`config.mk`:
```
export PLATFORM = sky130hd
export DESIGN_NAME = tx_filt_ctrl_flat
export DESIGN_NICKNAME = d
export VERILOG_FILES = /design/src/rtl/tx_filt_ctrl_if.sv /design/src/rtl/tx_filt_ctrl.sv /design/src/flat_wrapper.sv
export SDC_FILE = /design/constraint.sdc
export NUM_CORES = 1
export LEC_CHECK = 0
export CORE_ASPECT_RATIO = 1.1
export CORE_MARGIN = 4
export CORE_UTILIZATION = 45
export CTS_CLUSTER_DIAMETER = 120
export DETAILED_ROUTE_END_ITERATION = 8
export GPL_TIMING_DRIVEN = 0
export PLACE_DENSITY = 0.78
export SLEW_MARGIN = 20
export SYNTH_ARGS = -nofsm -noshare
export SYNTH_HDL_FRONTEND = slang
export SYNTH_SLANG_ARGS = --single-unit
```
`constraint.sdc`:
```
create_clock -name clk -period 2.4 [get_ports clk]
set_input_delay 0.48 -clock clk [delete_from_list [all_inputs] [get_ports clk]]
set_output_delay 0.48 -clock clk [all_outputs]
set_load 0.005 [all_outputs]
```
`src/rtl/tx_filt_ctrl_if.sv`:
```
// ============================================================================
// Module   : tx_filt_ctrl_if
// Brief    : Host write / commit / sample-pacing bundle for tx_filt_ctrl.
// Revision : 1.0
// ============================================================================
`default_nettype none

interface tx_filt_ctrl_if #(
    parameter int NTAPS_UNIQ = 11,
    parameter int CW         = 18
);
    logic                         run;
    logic                         coef_wr_valid;
    logic                         coef_wr_ready;
    logic [3:0]                   coef_wr_addr;
    logic signed [CW-1:0]         coef_wr_data;
    logic                         coef_commit;
    logic                         samp_en;
    logic [NTAPS_UNIQ*CW-1:0]     coef_bank;
    logic                         swap_pend;
    logic                         swap_done;
    logic                         err_addr;

    modport master (
        output run,
        output coef_wr_valid,
        output coef_wr_addr,
        output coef_wr_data,
        output coef_commit,
        input  coef_wr_ready,
        input  samp_en,
        input  coef_bank,
        input  swap_pend,
        input  swap_done,
        input  err_addr
    );

    modport slave (
        input  run,
        input  coef_wr_valid,
        input  coef_wr_addr,
        input  coef_wr_data,
        input  coef_commit,
        output coef_wr_ready,
        output samp_en,
        output coef_bank,
        output swap_pend,
        output swap_done,
        output err_addr
    );
endinterface

`default_nettype wire

```
`src/rtl/tx_filt_ctrl.sv`:
```
// ============================================================================
// Module   : tx_filt_ctrl
// Brief    : Sample-rate scheduler and shadow/active coefficient bank for the
//            21-tap symmetric TX FIR. Optional macro TX_FILT_CTRL_IMPULSE_EN
//            makes the active bank reset to a centre-tap impulse.
// Revision : 1.0
// ============================================================================
`default_nettype none

module tx_filt_ctrl #(
    parameter int NTAPS_UNIQ = 11,
    parameter int CW         = 18,
    parameter int DIV        = 4
) (
    input  wire logic      clk,
    input  wire logic      reset,
    tx_filt_ctrl_if.slave  bus
);

    localparam logic [1:0]  c_ST_IDLE  = 2'd0;
    localparam logic [1:0]  c_ST_RUN   = 2'd1;
    localparam logic [1:0]  c_ST_PEND  = 2'd2;
    localparam logic [3:0]  c_CNT_LAST = 4'(DIV - 1);
    localparam logic [31:0] c_NTAPS    = 32'(NTAPS_UNIQ);
`ifdef TX_FILT_CTRL_IMPULSE_EN
    localparam logic signed [CW-1:0] c_CENTRE_RST = {1'b0, {(CW-1){1'b1}}};
`else
    localparam logic signed [CW-1:0] c_CENTRE_RST = '0;
`endif

    logic [1:0]           state_q;
    logic [1:0]           state_d;
    logic [3:0]           cnt_q;
    logic [3:0]           cnt_d;
    logic [3:0]           w_cnt_inc;
    logic                 w_swap;
    logic                 w_samp_en;
    logic                 w_wr_ready;
    logic                 w_swap_pend;
    logic                 w_wr_fire;
    logic                 w_addr_ok;
    logic                 w_wr_hit;
    logic                 w_wr_bad;
    logic                 swap_done_q;
    logic                 err_addr_q;

    logic signed [CW-1:0] shadow_q [NTAPS_UNIQ];
    logic signed [CW-1:0] shadow_d [NTAPS_UNIQ];
    logic signed [CW-1:0] active_q [NTAPS_UNIQ];

    assign w_cnt_inc = (cnt_q == c_CNT_LAST) ? 4'd0 : cnt_q + 4'd1;

    // ------------------------------------------------------------------------
    // FSM: state register
    // ------------------------------------------------------------------------
    always_ff @(posedge clk) begin
        if (!reset) begin
            state_q <= c_ST_IDLE;
            cnt_q   <= 4'd0;
        end else begin
            state_q <= state_d;
            cnt_q   <= cnt_d;
        end
    end

    // ------------------------------------------------------------------------
    // FSM: next state, counter and swap decision
    // ------------------------------------------------------------------------
    always_comb begin
        state_d = state_q;
        cnt_d   = cnt_q;
        w_swap  = 1'b0;
        case (state_q)
            c_ST_IDLE: begin
                cnt_d  = 4'd0;
                w_swap = bus.coef_commit;
                if (bus.run) begin
                    state_d = c_ST_RUN;
                end
            end
            c_ST_RUN: begin
                if (!bus.run) begin
                    // Leaving pacing: a commit here has no boundary to wait for.
                    state_d = c_ST_IDLE;
                    cnt_d   = 4'd0;
                    w_swap  = bus.coef_commit;
                end else begin
                    cnt_d = w_cnt_inc;
                    if (bus.coef_commit) begin
                        state_d = c_ST_PEND;
                    end
                end
            end
            c_ST_PEND: begin
                if (!bus.run) begin
                    state_d = c_ST_IDLE;
                    cnt_d   = 4'd0;
                    w_swap  = 1'b1;
                end else begin
                    cnt_d = w_cnt_inc;
                    if (w_samp_en) begin
                        state_d = c_ST_RUN;
                        w_swap  = 1'b1;
                    end
                end
            end
            default: begin
                state_d = c_ST_IDLE;
                cnt_d   = 4'd0;
            end
        endcase
    end

    // ------------------------------------------------------------------------
    // FSM: outputs, decoded from registers only
    // ------------------------------------------------------------------------
    always_comb begin
        w_samp_en   = (state_q != c_ST_IDLE) && (cnt_q == c_CNT_LAST);
        w_wr_ready  = (state_q != c_ST_PEND);
        w_swap_pend = (state_q == c_ST_PEND);
    end

    assign w_wr_fire = bus.coef_wr_valid && w_wr_ready;
    assign w_addr_ok = ({28'd0, bus.coef_wr_addr} < c_NTAPS);
    assign w_wr_hit  = w_wr_fire && w_addr_ok;
    assign w_wr_bad  = w_wr_fire && !w_addr_ok;

    // Shadow after this cycle's write; the swap copies this so a same-cycle
    // write and commit land together.
    always_comb begin
        shadow_d = shadow_q;
        if (w_wr_hit) begin
            shadow_d[bus.coef_wr_addr] = bus.coef_wr_data;
        end
    end

    always_ff @(posedge clk) begin
        if (!reset) begin
            for (int i = 0; i < NTAPS_UNIQ; i++) begin
                shadow_q[i] <= '0;
                active_q[i] <= (i == NTAPS_UNIQ - 1) ? c_CENTRE_RST : '0;
            end
            swap_done_q <= 1'b0;
            err_addr_q  <= 1'b0;
        end else begin
            shadow_q <= shadow_d;
            if (w_swap) begin
                active_q <= shadow_d;
            end
            swap_done_q <= w_swap;
            err_addr_q  <= w_wr_bad;
        end
    end

    for (genvar gi = 0; gi < NTAPS_UNIQ; gi++) begin : g_bank
        assign bus.coef_bank[gi*CW +: CW] = active_q[gi];
    end

    assign bus.samp_en       = w_samp_en;
    assign bus.coef_wr_ready = w_wr_ready;
    assign bus.swap_pend     = w_swap_pend;
    assign bus.swap_done     = swap_done_q;
    assign bus.err_addr      = err_addr_q;

endmodule

`default_nettype wire
```
`src/flat_wrapper.sv`:
```
// flat-port wrapper written by rule: the top's interface ports become plain ports
module tx_filt_ctrl_flat 
#(
    parameter int NTAPS_UNIQ = 11,
    parameter int CW         = 18,
    parameter int DIV        = 4
)
  (clk, reset, bus_run, bus_coef_wr_valid, bus_coef_wr_addr, bus_coef_wr_data, bus_coef_commit, bus_coef_wr_ready, bus_samp_en, bus_coef_bank, bus_swap_pend, bus_swap_done, bus_err_addr);
  tx_filt_ctrl_if #(.NTAPS_UNIQ(NTAPS_UNIQ), .CW(CW)) bus_i ();
  input  wire logic clk;
  input  wire logic reset;
  input wire logic [$bits(bus_i.run)-1:0] bus_run;
  input wire logic [$bits(bus_i.coef_wr_valid)-1:0] bus_coef_wr_valid;
  input wire logic [$bits(bus_i.coef_wr_addr)-1:0] bus_coef_wr_addr;
  input wire logic [$bits(bus_i.coef_wr_data)-1:0] bus_coef_wr_data;
  input wire logic [$bits(bus_i.coef_commit)-1:0] bus_coef_commit;
  output wire logic [$bits(bus_i.coef_wr_ready)-1:0] bus_coef_wr_ready;
  output wire logic [$bits(bus_i.samp_en)-1:0] bus_samp_en;
  output wire logic [$bits(bus_i.coef_bank)-1:0] bus_coef_bank;
  output wire logic [$bits(bus_i.swap_pend)-1:0] bus_swap_pend;
  output wire logic [$bits(bus_i.swap_done)-1:0] bus_swap_done;
  output wire logic [$bits(bus_i.err_addr)-1:0] bus_err_addr;
  assign bus_i.run = bus_run;
  assign bus_i.coef_wr_valid = bus_coef_wr_valid;
  assign bus_i.coef_wr_addr = bus_coef_wr_addr;
  assign bus_i.coef_wr_data = bus_coef_wr_data;
  assign bus_i.coef_commit = bus_coef_commit;
  assign bus_coef_wr_ready = bus_i.coef_wr_ready;
  assign bus_samp_en = bus_i.samp_en;
  assign bus_coef_bank = bus_i.coef_bank;
  assign bus_swap_pend = bus_i.swap_pend;
  assign bus_swap_done = bus_i.swap_done;
  assign bus_err_addr = bus_i.err_addr;
  tx_filt_ctrl #(.NTAPS_UNIQ(NTAPS_UNIQ), .CW(CW), .DIV(DIV)) u_core (.clk(clk), .reset(reset), .bus(bus_i));
endmodule
```
-- Word-level counts from Yosys, hierarchy flattened
Index checks and enable logic that the tools add are counted.
- register bits: 404
- output and inout port bits: 203
- $add $sub $neg: 1
- order comparisons: 3
- eq/ne operators: 7
- mux-type cells: 14
- bitwise logic cells: 4
- reduce and logical (&&, ||, !) cells: 11
- operators by type and width (operator ; count):
    $bwmux W198 ; 1
    $mux W198 ; 1
    $demux W18 S4 ; 1
    $mux W18 ; 1
    $mux W2 ; 5
    $ne A3 B3 Y1 const B ; 2
    $pmux W2 S3 ; 1
    $ge A5 B5 Y1 const B ; 1
    $logic_and A1 B1 Y1 ; 5
    $lt A5 B1 Y1 const B ; 1
    $not A4 Y5 ; 1
    $add A4 B1 Y4 const B ; 1
    $eq A4 B2 Y1 const B ; 1
    $lt A4 B4 Y1 const B ; 1
    $ne A2 B2 Y1 const B ; 2
    $reduce_or A4 Y1 ; 1
    $mux W1 ; 3
    $not A1 Y1 ; 3
    $pmux W1 S3 ; 1
    $reduce_and A3 Y1 ; 1
    $eq A2 B1 Y1 const B ; 1
    $eq A2 B2 Y1 const B ; 1
    $logic_not A2 Y1 ; 1
    $reduce_bool A2 Y1 ; 1
    2 further kinds ; 2

-- Depth between registers and ports, before layout
- word-level depth: 7
- depth in mapped cells: 10

-- Least setup slack after synthesis
Ideal clock, no wire load.
- path kind: flip-flop to flip-flop
- start: register u_core.state_q[0]
- end: register u_core.active_q, in the netlist u_core.bus.coef_bank[187]
- setup time: 0.124 ns
- arrival: 2.072 ns
- required time: 2.276 ns
- slack: 0.204 ns
- cell stages (with the launch flop): 9
- path through: dfxtp_1 > inv_1 > ha_1 > or4b_1 > o221a_2 > nor2_4 > buf_4 > buf_4 > a21oi_1
- cells in the longest elaborated chain, start to end: 5
- elaborated cells on any way between the ends: 12
- those cells by class: eq/ne: 3; mux: 4; reduce/logical: 5
- ends and longest elaborated chain (item ; line ; source):
    start, declared ; tx_filt_ctrl.sv:31 ; logic [1:0] state_q;
    start signal, assigned ; tx_filt_ctrl.sv:58 ; state_q <= c_ST_IDLE;
    start signal, assigned ; tx_filt_ctrl.sv:61 ; state_q <= state_d;
    $reduce_bool A2 Y1 ; tx_filt_ctrl.sv:118 ; w_samp_en = (state_q != c_ST_IDLE) && (cnt_q == c_CNT_LAST);
    $logic_and A1 B1 Y1 ; tx_filt_ctrl.sv:118 ;
    $mux W1 ; tx_filt_ctrl.sv:101 ; if (w_samp_en) begin
    $mux W1 ; tx_filt_ctrl.sv:95 ; if (!bus.run) begin
    $pmux W1 S3 ; tx_filt_ctrl.sv:73 ; case (state_q)
    end signal, assigned by index ; tx_filt_ctrl.sv:141 ; active_q[i] <= (i == NTAPS_UNIQ - 1) ? c_CENTRE_RST : '0;
    end signal, assigned ; tx_filt_ctrl.sv:148 ; active_q <= shadow_d;
    end, declared ; tx_filt_ctrl.sv:49 ; logic signed [CW-1:0] active_q [NTAPS_UNIQ];
Parallel ways exist; a longest one is shown, timed or not.
A chain may end at the register's enable or synchronous reset.

-- Worst setup path in the final report
- start: register u_core.state_q[1]
- end: output port bus_samp_en
- cells in the longest elaborated chain, start to end: 2
- ends and longest elaborated chain (item ; line ; source):
    $reduce_bool A2 Y1 ; tx_filt_ctrl.sv:118 ;
    $logic_and A1 B1 Y1 ; tx_filt_ctrl.sv:118 ;
    end, declared ; flat_wrapper.sv:18 ; output wire logic [$bits(bus_i.samp_en)-1:0] bus_samp_en;
No other way between the ends.

==> summary.md <==
| Metric | Value |
|---|---|
| Status | `finished clean` |
| Detailed Route Iter0 Violations | `842` |
| Setup_tns | `0 ns` |
| Largest fanout on the critical path | `4` |
| Vias in the first global route | `11,700` |
| Kind of cell adding the most delay to the critical path | `simple AND/OR/NAND/NOR gates` |
| RSZ-0062 raised after global routing | `yes` |
| Antenna violations before repair | `0` |
| Wire per inst | `20.9 um` |
| CP endpoint | `bus_samp_en` |
| Buf/Inv on CP | `3` |
| Layout cells sized above 1 | `10.4%` |
| Net Count, Synth | `1,435` |
| Reg2reg setup slack | `0.07 ns` |
| Total track usage | `23.6%` |
| FF-to-FF path depth | `9` |
| Core Area | `32,500 sq um` |
| Sw Ratio | `25.9%` |
| Crit Reg-Reg Startpoint | `u_core.state_q[1]` |
| Netlist cell types | `35` |
| Leading area contributor after synthesis | `dfxtp_1` |
| Worst Max-Slew Pin Slew | `1.34 ns` |
| Worst Path Required | `1.92 ns` |
| # DRC | `0` |
| Largest net degree at the start of global routing | `15` |
| TritonRoute pass-1 iters | `5` |
| DR vias | `11,700` |
| Hold Fails Final Rpt | `0` |
| Top Ports | `230` |
| Post-Layout Cell Count | `2,142` |
| Min-delay worst type | `reg -> reg` |
| CP Launch Type | `flip-flop` |
| Die Span Y | `199 um` |
| Seq/Total Area, Yosys | `54.1%` |
| Internal power | `0.0124 W` |
| CP peak stage delay | `0.56 ns` |
| Max-Slew Margin vs Limit | `10.7%` |
| Synth top area share | `54.1%` |
| GP Congestion | `0.829` |
| Initial core utilization | `46.0%` |
| Inst Count DP | `2,056` |
| Nets | `1,720` |
| CTS tree | `yes` |
| Aggregate global routing overflow | `0` |
| Asr flop ratio synth | `0%` |
| Post-route cell area | `19,500 sq um` |
| Hold_ws | `0.463 ns` |
| Overall Power | `0.0168 W` |
| Post-synth top flop | `dfxtp_1` |
| Inserted Clock Buffers | `41` |
| P_sw | `0.00434 W` |
| Clk pwr share | `37.1%` |
| First-pass GRT wire length | `67,100 um` |
| Htree depth | `2` |
| Root buf cell | `clkbuf_16` |
| Critical path's slowest cell | `or4b_4` |
| Row count | `69` |
| Final HPWL DP | `29,300 um` |
| CTS clk-pin slew, worst paths | `0.06 ns` |
| Diodes inserted | `0` |
| CTS sink cnt | `404` |
| Post-Syn Area | `15,000 sq um` |
| Sequential group share of total power | `45.3%` |
| Worst R2R End | `u_core.bus.coef_bank[103]` |
| Final Cycle Share | `98.2%` |
| CP Cell Sequence | `inv_1 -> ha_2 -> or4b_4 -> inv_2 -> clkbuf_2` |
| WP depth | `5` |
| Fmax | `424 MHz` |
| Syn Area/Cell | `10.7 sq um` |
| Number of port buffers | `227` |
| Max-cap violations | `0` |
| Pwr/cell area | `861 nW/um^2` |
| Total Wirelength | `44,700 um` |
| Critical path arrival | `1.88 ns` |
| Placed inst area | `17,800 sq um` |
| Via density | `5.45` |
| Kind of critical path | `reg -> out` |
| Crit. Startpoint | `u_core.state_q[1]` |
| Maximum vdd drop | `469 uV` |
| Comb power frac | `17.6%` |
| Min Tclk post-route | `2.36 ns` |
| Finish-stage setup viols | `0` |
| Synth-to-layout area growth | `30.2%` |
| Yosys reg bits | `404` |
| Synthesized instance count | `1,403` |
| Full die area | `36,200 sq um` |
| Max Slew Vio Count | `0` |
| CTS max path bufs | `3` |
| Yosys warning total | `0` |
| Static Leak | `8.22 nW` |
| Worst Skew | `0.00936 ns` |
| Worst-Skew Late Latency | `0.52 ns` |
| Critical path endpoint category | `primary output` |
| Die width | `182 um` |
| Number of synthesized flops with an enable pin | `0` |
| Antenna Nets Post-Route | `0` |
| Synth area leaders | `dfxtp_1, mux2i_1, o31ai_1` |
registers in the layout, indices dropped and copies added (netlist names):
signal and count:
u_core.bus.coef_bank 198, u_core.shadow_q 198, u_core.cnt_q 4, u_core.state_q 2, u_core.bus.err_addr 1, u_core.bus.swap_done 1
per-stage QoR:
step | setup slack [ns] | util, %
5_1_grt | -0.0439 | 59.9
3_3_place_gp | -0.629 | 54.6
3_5_place_dp | -0.723 | 54.6
2_1_floorplan | 0.204 | -
4_1_cts | -0.0526 | 59.1
6_report | 0.0432 | 59.9
cells by family (layout without fill, tap and decap cells):
| logic type | Yosys count | after routing | share of synthesized area (%) |
|---|---|---|---|
| multiplexers | 198 | 198 | 13.2 |
| AO/OA/AOI/OAI | 406 | 406 | 17.1 |
| flip-flops | 404 | 404 | 54.1 |
| adder cells (fa/ha/maj) | 5 | 5 | 0.418 |
| XOR/XNOR | 1 | 1 | 0.0586 |
| AND/OR/NAND/NOR | 238 | 238 | 10.1 |
| buffers and inverters | 151 | 464 | 5.05 |
synth_stat cells, drive strengths merged, types with 4 or more instances:
cell and number:
dfxtp 404, a21oi 202, nor2b 200, mux2i 198
o31ai 198, clkbuf 84, buf 62, nand2 13
nor2 6, ha 5, inv 5, nand2b 4
per-layer routing:
metal	wire [um]	track usage, %	up-vias
met5	0	0	-
met4	1810	9.42	0
met3	3110	4.21	96
met1	19400	31.2	5595
li1	-	-	5564
met2	20400	38.6	415
power groups by stage:
stage,Combinational [W],Clock (W),Sequential [W]
after global routing,0.00317,0.00657,0.00765
after global placement,0.00278,0,0.00773
final,0.00295,0.00622,0.00760
after floorplan,0.00128,0,0.00769
after detailed placement,0.00282,0,0.00773
after CTS,0.00291,0.00630,0.00760
worst min-delay path by stage:
stage          cells after the start               to             from
2_1_floorplan                      1  u_core.cnt_q[0]  u_core.cnt_q[0]
6_report                           1  u_core.cnt_q[0]  u_core.cnt_q[0]
3_5_place_dp                       1  u_core.cnt_q[0]  u_core.cnt_q[0]
5_1_grt                            1  u_core.cnt_q[0]  u_core.cnt_q[0]
4_1_cts                            3  u_core.cnt_q[1]          bus_run
3_3_place_gp                       1  u_core.cnt_q[0]  u_core.cnt_q[0]
timing repair:
item | CTS | global route
endpoints found under the setup margin | 285 | 211
setup buffers | 11 | 4
endpoints found under the hold margin | 0 | 0
gates resized for setup | 22 | 57
pin swaps | 5 | 3
gates cloned | 0 | 1
hold buffers | 0 | 0
layout make-up:
type                    instances  area [sq um]
inverters                       5          21.3
repair buffers                243          2450
multi-input cells             848          6270
clock buffers                  57          1150
fillers                      2731         13100
well taps                     426           533
flip-flops and latches        404          8090
clock inverters                14           153
plain buffers                 145           826
cells in the final DEF, fill, tap and decap left out, types with 5 or more instances in the layout:
master,instances
a21oi_1,202
buf_2,17
clkdlybuf4s50_1,226
o31ai_1,198
clkbuf_16,42
clkinv_2,8
mux2i_1,187
buf_4,28
nand2_2,5
clkbuf_2,13
clkbuf_1,84
mux2i_2,5
dfxtp_1,402
clkbuf_8,6
nor2_1,5
buf_6,20
nor2b_1,200
mux2i_4,6
Note: power is estimated with default switching activity, not from simulation.
